[config.mk]
export PLATFORM = sky130hd
export DESIGN_NAME = uart_frame_parser
export DESIGN_NICKNAME = d
export VERILOG_FILES = /design/src/rtl/uart_frame_parser_pkg.sv /design/src/rtl/uart_frame_parser_byte_timeout.sv /design/src/rtl/uart_frame_parser.sv
export SDC_FILE = /design/constraint.sdc
export NUM_CORES = 1
export LEC_CHECK = 0
export ABC_AREA = 1
export CAP_MARGIN = 20
export CORE_ASPECT_RATIO = 0.7
export CORE_MARGIN = 2
export CORE_UTILIZATION = 65
export CTS_CLUSTER_DIAMETER = 40
export CTS_CLUSTER_SIZE = 20
export DETAILED_ROUTE_END_ITERATION = 6
export GPL_ROUTABILITY_DRIVEN = 0
export PLACE_DENSITY = 0.95
export RECOVER_POWER = 100
export SLEW_MARGIN = 5
export SYNTH_ARGS = -nofsm -noshare
export SYNTH_HDL_FRONTEND = slang
export SYNTH_HIERARCHICAL = 1
export SYNTH_SLANG_ARGS = --single-unit
[constraint.sdc]
create_clock -name Clk -period 2.7 [get_ports Clk]
set_input_delay 0.54 -clock Clk [delete_from_list [all_inputs] [get_ports Clk]]
set_output_delay 0.54 -clock Clk [all_outputs]
set_load 0.005 [all_outputs]
[src/rtl/uart_frame_parser_pkg.sv]
// Shared types and defaults for the UART command-frame parser and its helpers.
package uart_frame_parser_pkg;

    localparam logic [7:0]  DEF_SOF         = 8'hA5;
    localparam int unsigned DEF_MAX_LEN     = 16;
    localparam int unsigned DEF_TIMEOUT_CYC = 34720;
    localparam int unsigned TMO_CNT_W       = 16;

    typedef enum logic [2:0] {
        ST_HUNT    = 3'd0,
        ST_CMD     = 3'd1,
        ST_LEN     = 3'd2,
        ST_PAYLOAD = 3'd3,
        ST_CHK     = 3'd4,
        ST_HOLD    = 3'd5
    } parser_state_e;

    typedef struct packed {
        logic [7:0] cmd;
        logic [7:0] len;
    } frame_hdr_t;

    // Running frame checksum: plain XOR, no carry.
    function automatic logic [7:0] chk_step(input logic [7:0] acc, input logic [7:0] b);
        return acc ^ b;
    endfunction

endpackage

[src/rtl/uart_frame_parser_byte_timeout.sv]
// Loadable saturating cycle counter; flags when the count sits at the limit while running.
module uart_frame_parser_byte_timeout
    import uart_frame_parser_pkg::*;
#(
    parameter int unsigned CNT_W = TMO_CNT_W
) (
    input  logic             clk_i,
    input  logic             reset_i,
    input  logic             en_i,
    input  logic             clr_i,
    input  logic             load_i,
    input  logic [CNT_W-1:0] load_val_i,
    input  logic [CNT_W-1:0] limit_i,
    output logic             expire_c
);

    logic [CNT_W-1:0] count_q;
    logic [CNT_W-1:0] count_d;

    // Clear has priority over load; counting stops at all-ones.
    always_comb begin
        count_d = count_q;
        if (clr_i) begin
            count_d = '0;
        end else if (load_i) begin
            count_d = load_val_i;
        end else if (en_i && (count_q != '1)) begin
            count_d = count_q + CNT_W'(1);
        end
    end

    always_ff @(posedge clk_i) begin
        if (reset_i) begin
            count_q <= '0;
        end else begin
            count_q <= count_d;
        end
    end

    // A clear or load in the same cycle masks expiry.
    assign expire_c = en_i && !clr_i && !load_i && (count_q == limit_i);

endmodule

[src/rtl/uart_frame_parser.sv]
// Assembles [SOF][CMD][LEN][payload][CHK] frames from the UART byte stream and holds them for the consumer.
module uart_frame_parser
    import uart_frame_parser_pkg::*;
#(
    parameter logic [7:0]  SOF         = DEF_SOF,
    parameter int unsigned MAX_LEN     = DEF_MAX_LEN,
    parameter int unsigned TIMEOUT_CYC = DEF_TIMEOUT_CYC
) (
    input  logic                       Clk,
    input  logic                       Reset,
    input  logic [7:0]                 RxData,
    input  logic                       RxDone,
    input  logic                       FrameAck,
    input  logic [$clog2(MAX_LEN)-1:0] RdAddr,
    output logic [7:0]                 RdData,
    output logic                       FrameValid,
    output logic [7:0]                 Cmd,
    output logic [7:0]                 Len,
    output logic                       ErrChk,
    output logic                       ErrLen,
    output logic                       ErrTimeout,
    output logic                       Overrun,
    output logic                       Busy
);

    localparam int unsigned ADDR_W = $clog2(MAX_LEN);
    localparam int unsigned IDX_W  = $clog2(MAX_LEN + 1);

    parser_state_e    state_q, state_d;
    frame_hdr_t       hdr_q, hdr_d;
    logic [IDX_W-1:0] idx_q, idx_d;
    logic [7:0]       chk_q, chk_d;
    logic             err_chk_q, err_chk_d;
    logic             err_len_q, err_len_d;
    logic             err_to_q, err_to_d;
    logic             overrun_q, overrun_d;
    logic             frame_valid_q;
    logic             busy_q;
    logic             pay_we_c;
    logic             tmo_run_c;
    logic             tmo_expire_c;
    logic [7:0]       pay_q [MAX_LEN];

    // Inter-byte watchdog is only armed between SOF and CHK.
    assign tmo_run_c = (state_q == ST_CMD) || (state_q == ST_LEN) ||
                       (state_q == ST_PAYLOAD) || (state_q == ST_CHK);

    uart_frame_parser_byte_timeout #(
        .CNT_W (TMO_CNT_W)
    ) u_byte_timeout (
        .clk_i      (Clk),
        .reset_i    (Reset),
        .en_i       (tmo_run_c),
        .clr_i      (RxDone || !tmo_run_c),
        .load_i     (1'b0),
        .load_val_i ('0),
        .limit_i    (TMO_CNT_W'(TIMEOUT_CYC - 1)),
        .expire_c   (tmo_expire_c)
    );

    // Next-state and datapath updates for the frame parser.
    always_comb begin
        state_d   = state_q;
        hdr_d     = hdr_q;
        idx_d     = idx_q;
        chk_d     = chk_q;
        pay_we_c  = 1'b0;
        err_chk_d = 1'b0;
        err_len_d = 1'b0;
        err_to_d  = 1'b0;
        overrun_d = 1'b0;

        case (state_q)
            ST_HUNT: begin
                if (RxDone && (RxData == SOF)) begin
                    state_d = ST_CMD;
                end
            end
            ST_CMD: begin
                if (RxDone) begin
                    hdr_d.cmd = RxData;
                    chk_d     = RxData;
                    state_d   = ST_LEN;
                end
            end
            ST_LEN: begin
                if (RxDone) begin
                    hdr_d.len = RxData;
                    chk_d     = chk_step(chk_q, RxData);
                    idx_d     = '0;
                    if (RxData > 8'(MAX_LEN)) begin
                        err_len_d = 1'b1;
                        state_d   = ST_HUNT;
                    end else if (RxData == 8'h00) begin
                        state_d = ST_CHK;
                    end else begin
                        state_d = ST_PAYLOAD;
                    end
                end
            end
            ST_PAYLOAD: begin
                if (RxDone) begin
                    pay_we_c = 1'b1;
                    chk_d    = chk_step(chk_q, RxData);
                    idx_d    = idx_q + IDX_W'(1);
                    if ((8'(idx_q) + 8'd1) == hdr_q.len) begin
                        state_d = ST_CHK;
                    end
                end
            end
            ST_CHK: begin
                if (RxDone) begin
                    if (RxData == chk_q) begin
                        state_d = ST_HOLD;
                    end else begin
                        err_chk_d = 1'b1;
                        state_d   = ST_HUNT;
                    end
                end
            end
            ST_HOLD: begin
                // Bytes arriving while a frame is held are dropped, even alongside the ack.
                if (RxDone) begin
                    overrun_d = 1'b1;
                end
                if (FrameAck) begin
                    state_d = ST_HUNT;
                end
            end
            default: begin
                state_d = ST_HUNT;
            end
        endcase

        // Expiry never coincides with RxDone, so it cannot override a byte.
        if (tmo_expire_c) begin
            state_d  = ST_HUNT;
            err_to_d = 1'b1;
        end
    end

    always_ff @(posedge Clk) begin
        if (Reset) begin
            state_q       <= ST_HUNT;
            hdr_q         <= '0;
            idx_q         <= '0;
            chk_q         <= '0;
            err_chk_q     <= 1'b0;
            err_len_q     <= 1'b0;
            err_to_q      <= 1'b0;
            overrun_q     <= 1'b0;
            frame_valid_q <= 1'b0;
            busy_q        <= 1'b0;
        end else begin
            state_q       <= state_d;
            hdr_q         <= hdr_d;
            idx_q         <= idx_d;
            chk_q         <= chk_d;
            err_chk_q     <= err_chk_d;
            err_len_q     <= err_len_d;
            err_to_q      <= err_to_d;
            overrun_q     <= overrun_d;
            frame_valid_q <= (state_d == ST_HOLD);
            busy_q        <= (state_d != ST_HUNT);
        end
    end

    // Payload storage keeps its contents across reset.
    always_ff @(posedge Clk) begin
        if (pay_we_c) begin
            pay_q[idx_q[ADDR_W-1:0]] <= RxData;
        end
    end

    assign RdData     = (32'(RdAddr) < MAX_LEN) ? pay_q[RdAddr] : 8'h00;
    assign FrameValid = frame_valid_q;
    assign Cmd        = hdr_q.cmd;
    assign Len        = hdr_q.len;
    assign ErrChk     = err_chk_q;
    assign ErrLen     = err_len_q;
    assign ErrTimeout = err_to_q;
    assign Overrun    = overrun_q;
    assign Busy       = busy_q;

endmodule

* After elaboration in Yosys (flattened, before gate mapping)
Memories as Yosys holds them, arrays and structs flattened. Index checks and enable logic that the tools add are counted.
Operators by class: muxes and demuxes 25, add/sub/neg operators 3, order comparisons 1, reduce and logical (&&, ||, !) cells 24, multipliers 0, equality and inequality tests 15, shift-type cells 0, bitwise gates (word level) 5, div/mod/pow operators 0
Operator list (number):
- $mux 3 | 11
- $pmux 3 s6 | 1
- $add 16x1->16 const B | 1
- $eq 16x16->1 const B | 1
- $mux 8 | 2
- $ne 16x16->1 const B | 1
- $pmux 8 s2 | 1
- $mux 5 | 2
- $pmux 5 s2 | 1
- $eq 3x3->1 const B | 3
- $eq 6x8->1 | 1
- $eq 8x8->1 | 1
- $eq 8x8->1 const B | 1
- $gt 8x5->1 const B | 1
- $logic_not 8->1 | 1
- $xor 8x8->8 | 1
- $mux 1 | 7
- $add 5x1->6 const B | 1
- $eq 3x2->1 const B | 2
- $ne 2x2->1 const B | 3
- $reduce_and 3->1 | 2
- $reduce_or 2->1 | 3
- $reduce_or 3->1 | 2
- $add 5x1->5 const B | 1
- other kinds (10) | 22
Storage, ports and cells: memories kept 1, register bits after elaboration 54, memory bits (read-only) 0, bits in writable memories 128, latch bits 0, word-level logic and storage cells 86
Memories:
- pay_q | words 16, width 8, rd ports 1, clocked after Yosys merged registers in 0, wr ports 1, RTL line uart_frame_parser.sv:42 | logic [7:0] pay_q [MAX_LEN];

* Depth between registers and ports, before layout
Gate-level depths: netlist of run 1.
word-level depth 11, depth in mapped cells 16

* Cells and area by module
The synthesis of run 1 kept the hierarchy.
Modules (own cells, without submodules):
- uart_frame_parser | instances 1, area each 7174.4 µm², cells each 637
- uart_frame_parser_byte_timeout | instances 1, area each 1460.2 µm², cells each 248

* Least setup slack after synthesis of run 1
No wires, ideal clock.
kind input -> output, start point input RdAddr[0], end point output RdData[7], cell stages on the path 8, path buffers 3, setup slack 0.670 ns, data required time 2.160 ns, data arrival time 1.490 ns, cell sequence buf_2 > buf_4 > buf_4 > a21oi_1 > o21ai_0 > o211ai_1 > o211ai_1 > nand2_1
Between the ends: cells in the longest elaborated chain, start to end 1
RTL lines:
- start, declared | RTL line uart_frame_parser.sv:14 | input logic [$clog2(MAX_LEN)-1:0] RdAddr,
- $mem_v2 16x8
- end, declared | RTL line uart_frame_parser.sv:15 | output logic [7:0] RdData,
Every way passes these cells.

* Final worst setup path of run 1
start point input RdAddr[0], end point output RdData[0]
The elaborated chain is that of the path after synthesis.

==> impl_metrics.py, run 1 <==
metrics = {
    "status": {
        "status": "finished with violations",
        "violations": "DRC, setup timing",
    },
    "global_routing": {
        "grt_pass1_vias": 7196,
        "overflow": 0,
        "antenna_found_initial": 4,
        "grt_max_degree": 33,
        "grt_usage_pct": 36.3,
        "grt_pass1_wl_um": 38500,
    },
    "clocking": {
        "cts_hold_buf": 0,
        "cts_max_path_buffers": 2,
        "htree_levels": 4,
        "cts_tree": "done",
        "numCtsBuffers": 17,
        "postCtsSetupBuffers": 0,
        "cts.clk_slew.worst_paths_ns": 0.07,
        "insertion_delay_ns": 0.43,
        "cts_root_buffer": "clkbuf_16",
        "cts_sinks": 182,
    },
    "pwr": {
        "seq_power_share_pct": 50.9,
        "clock_power_share_pct": 42.4,
        "combPwrFrac_pct": 6.6,
        "sw_frac_of_total_pct": 22.9,
        "p_int_w": 0.00451,
        "power_density_nw_per_um2": 577,
        "switchingPower_w": 0.00134,
        "p_leak_nw": 4.02,
        "vdd_ir_drop_max_v": 0.000489,
    },
    "floorplanning": {
        "die_w_um": 142,
        "fp.dieH_um": 100,
        "die_area_sq_um": 14200,
        "rows": 35,
        "ios": 46,
        "core_sq_um": 13100,
        "start_util_pct": 66.2,
    },
    "sta": {
        "period_share_pct": 101,
        "finClkSkew_ns": 0.00696,
        "slew_headroom_pct": 26.7,
        "tightest_slew_ns": 1.10,
        "maxSlewViolCount": 0,
        "finalWorstSetupSlack_ns": -0.0270,
        "finalHoldViolations": 0,
        "setup_viol": 1,
        "fmax_mhz": 367,
        "period_minus_slack_ns": 2.73,
    },
    "setup_path": {
        "crit_required_ns": 2.16,
        "cp-end-kind": "output pin",
        "worstPathArrival_ns": 2.19,
        "crit_fanout": 32,
        "start_kind": "input pin",
        "path_class": "in -> out",
    },
    "logic_synthesis": {
        "postSynthCellCount": 885,
        "yosysWarnings": 6,
        "synth_edf_count": 128,
        "syn-cell-area_sq_um": 8630,
        "synth_ff_type": "edfxtp_1",
        "ys_seq_area_share_pct": 57.0,
        "synth_seq_cells": 182,
        "synth.distinct_cells": 50,
        "synth_area_per_cell_sq_um": 9.76,
        "async_flop_share_pct": 0,
    },
    "layout": {
        "design_area_sq_um": 10100,
        "post-route-util_pct": 77.7,
        "fill_cells": 756,
        "syn2layout_area_growth_pct": 17.5,
        "drive_gt1_share_pct": 10.7,
        "final_nets": 1017,
        "fin_cells": 1176,
    },
    "flow_run": {
        "cap_violations": 0,
    },
    "place": {
        "hpwl_um": 15000,
        "postPlaceCellArea_sq_um": 9600,
        "place_ws_ns": -0.207,
        "numPortBuffers": 45,
        "post-place-cells": 1141,
    },
    "route": {
        "first_pass_iters": 7,
        "drtAntennaViolNets": 0,
        "remaining_drc_errors": 10,
        "wirelength_um": 25000,
        "via_per_inst": 6.25,
        "wl_per_cell_um": 21.2,
        "vias": 7354,
        "first_iter_violations": 1040,
    },
    "hold_path": {
        "hp-class": "reg -> reg",
    },
}
layer usage:
| metal | up-vias | GRT usage [%] | wire (um) |
|---|---|---|---|
| met5 | - | 0 | 16 |
| met4 | 2 | 17.9 | 1270 |
| met3 | 146 | 12.7 | 3410 |
| met2 | 631 | 56.7 | 11200 |
| met1 | 3354 | 45.7 | 9060 |
| li1 | 3221 | - | - |
synthesized netlist by cell type, types with 3 or more instances:
cell type  count  area (sq um)
a21oi_1       72           360
a31oi_1        3          18.8
buf_2         10          50.1
buf_4          5          37.5
clkbuf_1      16          60.1
dfxtp_1       54          1080
edfxtp_1     128          3840
ha_1           5          62.6
inv_1         90           338
inv_2          6          22.5
mux2i_1       32           320
nand2_1      155           582
nand2_2        8          50.1
nand2_4        5          56.3
nand3_1       53           265
nand4_1        7          43.8
nor2_1        65           244
nor2_4         6          67.6
nor2_8         3          60.1
nor3_1         8          40.0
o211ai_1      33           248
o21ai_0       67           335
o21bai_1       3          22.5
o22ai_1        4          25.0
xnor2_1        7          61.3
xor2_1         7          61.3
power groups by stage:
stage          Combinational (W)  Sequential, W  Clock, W
4_1_cts                 0.000372        0.00298   0.00248
3_3_place_gp            0.000337        0.00304         0
2_1_floorplan           0.000189        0.00304         0
3_5_place_dp            0.000353        0.00304         0
6_report                0.000388        0.00298   0.00248
5_1_grt                 0.000412        0.00298   0.00260
metrics by stage:
| step | TNS [ns] | hold WS (ns) | power (W) |
|---|---|---|---|
| after floorplan | 0 | 0.451 | 0.00323 |
| after global placement | -0.779 | 0.464 | 0.00338 |
| after detailed placement | -1.28 | 0.471 | 0.00340 |
| after CTS | 0 | 0.480 | 0.00584 |
| after global routing | -0.112 | 0.509 | 0.00599 |
| final | -0.0270 | 0.483 | 0.00585 |
cell usage in the layout, fill, tap and decap left out, drive strengths merged:
master	netlist	layout
clkdlybuf4s50	0	10
a221oi	2	2
nor3b	1	1
o22ai	4	4
dlygate4sd3	0	31
a211oi	2	2
nand3	54	54
dlygate4sd2	0	1
a21oi	74	74
and3	2	2
dfxtp	54	54
bufbuf	0	1
nor3	8	8
o21ai	70	70
dlymetal6s2s	0	1
edfxtp	128	128
a31oi	4	4
nor2	76	76
conb	2	42
inv	97	103
nand4	7	7
o21bai	3	3
nand3b	2	2
mux2i	32	32
nand2	169	169
xnor2	7	7
nor4	1	1
buf	18	18
xor2	7	7
or2	1	1
o211ai	33	33
ha	5	5
clkbuf	17	46
clkinv	4	8
diode	0	1
bufinv	0	1
clkinvlp	0	1
path summary, 6_finish.rpt:
path,depth (start not counted),start,slack [ns],endpoint
worst min register to register,2,chk_q[6],0.48,chk_q[6]
worst max-delay path,8,RdAddr[0],-0.03,RdData[0]
worst min-delay path,2,chk_q[6],0.48,chk_q[6]
worst max register to register,9,u_byte_timeout/count_q[1],0.17,u_byte_timeout/count_q[2]
repair_timing:
item / 4_1_cts / 5_1_grt
gates resized for setup: 9 / 17
cloned: 1 / 1
pin swaps: 1 / 7
setup endpoints to repair: 8 / 8
sequential cells by signal, summed over array words and instances (netlist names):
name / count
u_byte_timeout/count_q: 16
ErrTimeout: 1
Cmd: 8
pay_q: 128
chk_q: 8
state_q: 3
ErrChk: 1
Busy: 1
Len: 8
ErrLen: 1
idx_q: 5
FrameValid: 1
Overrun: 1
cell type report:
| type | instances | area, sq um | share of cell area [%] |
|---|---|---|---|
| inverters | 101 | 395 | 3.90 |
| clock inverters | 12 | 111 | 1.10 |
| flip-flops and latches | 182 | 4920 | 48.6 |
| clock buffers | 20 | 479 | 4.72 |
| repair buffers | 88 | 783 | 7.72 |
| well taps | 166 | 208 | 2.05 |
| multi-input cells | 606 | 3240 | 31.9 |
| diodes | 1 | 2.50 | 0.0247 |
critical path, cell delays in order:
cell and delay [ns]:
buf_4 0.16, buf_12 0.18, a21oi_2 0.19, o21ai_0 0.14, o211ai_1 0.13, nand3_1 0.16, nand2_1 0.14, clkdlybuf4s50_1 0.53
logic make-up (layout without fill, tap and decap cells):
family,after synthesis,count (layout),synth area share (%)
AO/OA/AOI/OAI,192,192,12.8
adder cells (fa/ha/maj),5,5,0.725
buffers and inverters,137,221,6.84
other,2,43,0.0870
XOR/XNOR,14,14,1.42
multiplexers,32,32,3.71
flip-flops,182,182,57.0
AND/OR/NAND/NOR,321,321,17.4
No activity file was read; power rests on OpenSTA's default activity.
==> run 2: changes to the inputs <==
--- a/config.mk
+++ b/config.mk
@@ -8,7 +8,7 @@
 export ABC_AREA = 1
 export CAP_MARGIN = 20
 export CORE_ASPECT_RATIO = 0.7
-export CORE_MARGIN = 2
+export CORE_MARGIN = 10
 export CORE_UTILIZATION = 65
 export CTS_CLUSTER_DIAMETER = 40
 export CTS_CLUSTER_SIZE = 20
==> impl_metrics.py, run 2 (synthesis gave the netlist of run 1 again) <==
metrics = {
    "status": {
        "status": "finished with violations",
        "violations": "DRC",
    },
    "setup_path": {
        "crit_chain": "clkdlybuf4s15_2, buf_12, a21oi_2, o21ai_0, o211ai_1, nand3_1, nand2_1, clkdlybuf4s50_1",
        "critPathSlowestCell": "clkdlybuf4s50_1",
        "reg2reg_to": "pay_q[6][3]",
        "start_kind": "input pin",
        "cp-end-kind": "output pin",
        "path_class": "in -> out",
        "rrSetupSlack_ns": 0.11,
        "crit_required_ns": 2.16,
        "worstPathArrival_ns": 2.12,
        "reg2regPathDepth": 9,
        "max_stage_delay_ns": 0.51,
        "r2r_start": "state_q[1]",
        "crit_fanout": 16,
    },
    "floorplanning": {
        "fp.dieH_um": 116,
        "start_util_pct": 65.9,
        "die_w_um": 158,
        "die_area_sq_um": 18400,
        "ios": 46,
        "core_sq_um": 13100,
        "rows": 35,
    },
    "global_routing": {
        "grtUsageMet3_pct": 7.51,
        "grt_pass1_wl_um": 37700,
        "antenna_found_initial": 3,
        "grt_usage_pct": 26.7,
        "grt_pass1_vias": 7097,
        "grt_max_degree": 33,
        "gr-usage-met1_pct": 33.4,
        "gr-usage-met2_pct": 43.6,
        "busiest_layer": "met2",
        "overflow": 0,
    },
    "layout": {
        "final_cell_mix": "nand2_1 (157), edfxtp_1 (128), inv_1 (93)",
        "largest_reg_flops": 128,
        "antenna_cells": 0,
        "syn2layout_area_growth_pct": 17.4,
        "final_nets": 1017,
        "design_area_sq_um": 10100,
        "drive_gt1_share_pct": 10.1,
        "layout_commonest_cell": "nand2_1",
    },
    "pwr": {
        "finalPower_w": 0.00583,
        "seq_power_share_pct": 51.1,
        "switchingPower_w": 0.00146,
        "power_density_nw_per_um2": 575,
        "clock_power_share_pct": 42.4,
        "combPwrFrac_pct": 6.4,
        "sw_frac_of_total_pct": 25.1,
        "vdd_ir_drop_max_v": 0.000490,
        "p_int_w": 0.00436,
        "p_leak_nw": 4.02,
    },
    "clocking": {
        "cts_max_path_buffers": 2,
        "insertion_delay_ns": 0.44,
        "cts.clk_slew.worst_paths_ns": 0.07,
        "htree_levels": 4,
        "cts_root_buffer": "clkbuf_16",
        "cts_sinks": 182,
        "cts_hold_buf": 0,
        "numCtsBuffers": 17,
        "cts_tree": "done",
    },
    "hold_path": {
        "hold_path.startpoint": "chk_q[2]",
        "hp-class": "reg -> reg",
        "holdPathEnd": "chk_q[2]",
        "hold_path_depth": 2,
    },
    "sta": {
        "fmax_mhz": 375,
        "rsz0062_at_grt": "yes",
        "period_minus_slack_ns": 2.66,
        "setup_viol": 0,
        "tightest_slew_ns": 0.827,
        "period_share_pct": 98.7,
        "maxSlewViolCount": 0,
        "slew_headroom_pct": 44.8,
        "finClkSkew_ns": 0.00890,
        "finalHoldViolations": 0,
    },
    "route": {
        "drtAntennaViolNets": 0,
        "via_per_inst": 6.15,
        "remaining_drc_errors": 13,
        "wirelength_um": 24300,
        "vias": 7231,
        "first_pass_iters": 7,
        "first_iter_violations": 1081,
        "wl_per_cell_um": 20.7,
    },
    "flow_run": {
        "cap_violations": 0,
    },
    "place": {
        "postPlaceCellArea_sq_um": 9610,
        "hpwl_um": 15400,
        "numPortBuffers": 45,
    },
}
## run 2: power groups by stage
stage                     clock network, W  logic [W]  registers [W]
after floorplan                          0   0.000189        0.00304
final                              0.00247   0.000376        0.00298
after global routing               0.00258   0.000402        0.00298
after CTS                          0.00246   0.000366        0.00298
after detailed placement                 0   0.000354        0.00304
after global placement                   0   0.000337        0.00304
## run 2: final cells by class
cell class                 count  area [sq um]
multi-input combinational    606          3220
timing repair buffer          88           813
fill                         752          2960
sequential                   182          4930
clock buffer                  17           425
clock inverter                15           156
inverter                     101           390
tap                          166           208
## run 2: repair_timing
action                     in CTS  in global routing
setup endpoints to repair       8                  8
setup buffers                   0                  0
gates cloned                    1                  1
gates resized for setup         6                 11
pin swaps                       3                  3
## run 2: critical path, delay by kind of cell
kind	cells	cell delay (ns)
buf+inv	3	0.91
compound gates	3	0.39
simple gates	2	0.29
## run 2: layer usage
| metal | wire length, um | vias up |
|---|---|---|
| li1 | - | 3220 |
| met1 | 9020 | 3331 |
| met2 | 11400 | 584 |
| met3 | 3080 | 94 |
| met4 | 774 | 2 |
| met5 | 13 | - |
## run 2: worst max path at each step
stage	to	slack (ns)	start	cells after the start
6_report	RdData[1]	0.04	RdAddr[1]	8
5_1_grt	RdData[1]	-0.03	RdAddr[1]	9
4_1_cts	RdData[0]	0.01	RdAddr[2]	7
3_5_place_dp	RdData[1]	-0.19	RdAddr[1]	9
3_3_place_gp	RdData[1]	-0.11	RdAddr[1]	9
2_1_floorplan	RdData[7]	0.67	RdAddr[0]	8
## run 2: metrics by stage
| stage | TNS, ns | std cells | utilization [%] | hold slack [ns] | setup slack (ns) |
|---|---|---|---|---|---|
| 2_1_floorplan | 0 | 925 | - | 0.451 | 0.670 |
| 3_3_place_gp | -0.613 | 1141 | 73.4 | 0.464 | -0.112 |
| 3_5_place_dp | -1.07 | 1141 | 73.4 | 0.467 | -0.187 |
| 4_1_cts | 0 | 1174 | 78.2 | 0.493 | 0.0103 |
| 5_1_grt | -0.0292 | 1175 | 77.4 | 0.524 | -0.0282 |
| 6_report | 0 | 1175 | 77.4 | 0.502 | 0.0357 |
==> run 3: changes to the inputs <==
--- a/config.mk
+++ b/config.mk
@@ -16,7 +16,7 @@
 export GPL_ROUTABILITY_DRIVEN = 0
 export PLACE_DENSITY = 0.95
 export RECOVER_POWER = 100
-export SLEW_MARGIN = 5
+export SLEW_MARGIN = 20
 export SYNTH_ARGS = -nofsm -noshare
 export SYNTH_HDL_FRONTEND = slang
 export SYNTH_HIERARCHICAL = 1
==> results of run 3 <==
The final DEF is identical to that of run 2; final timing and power are the same.
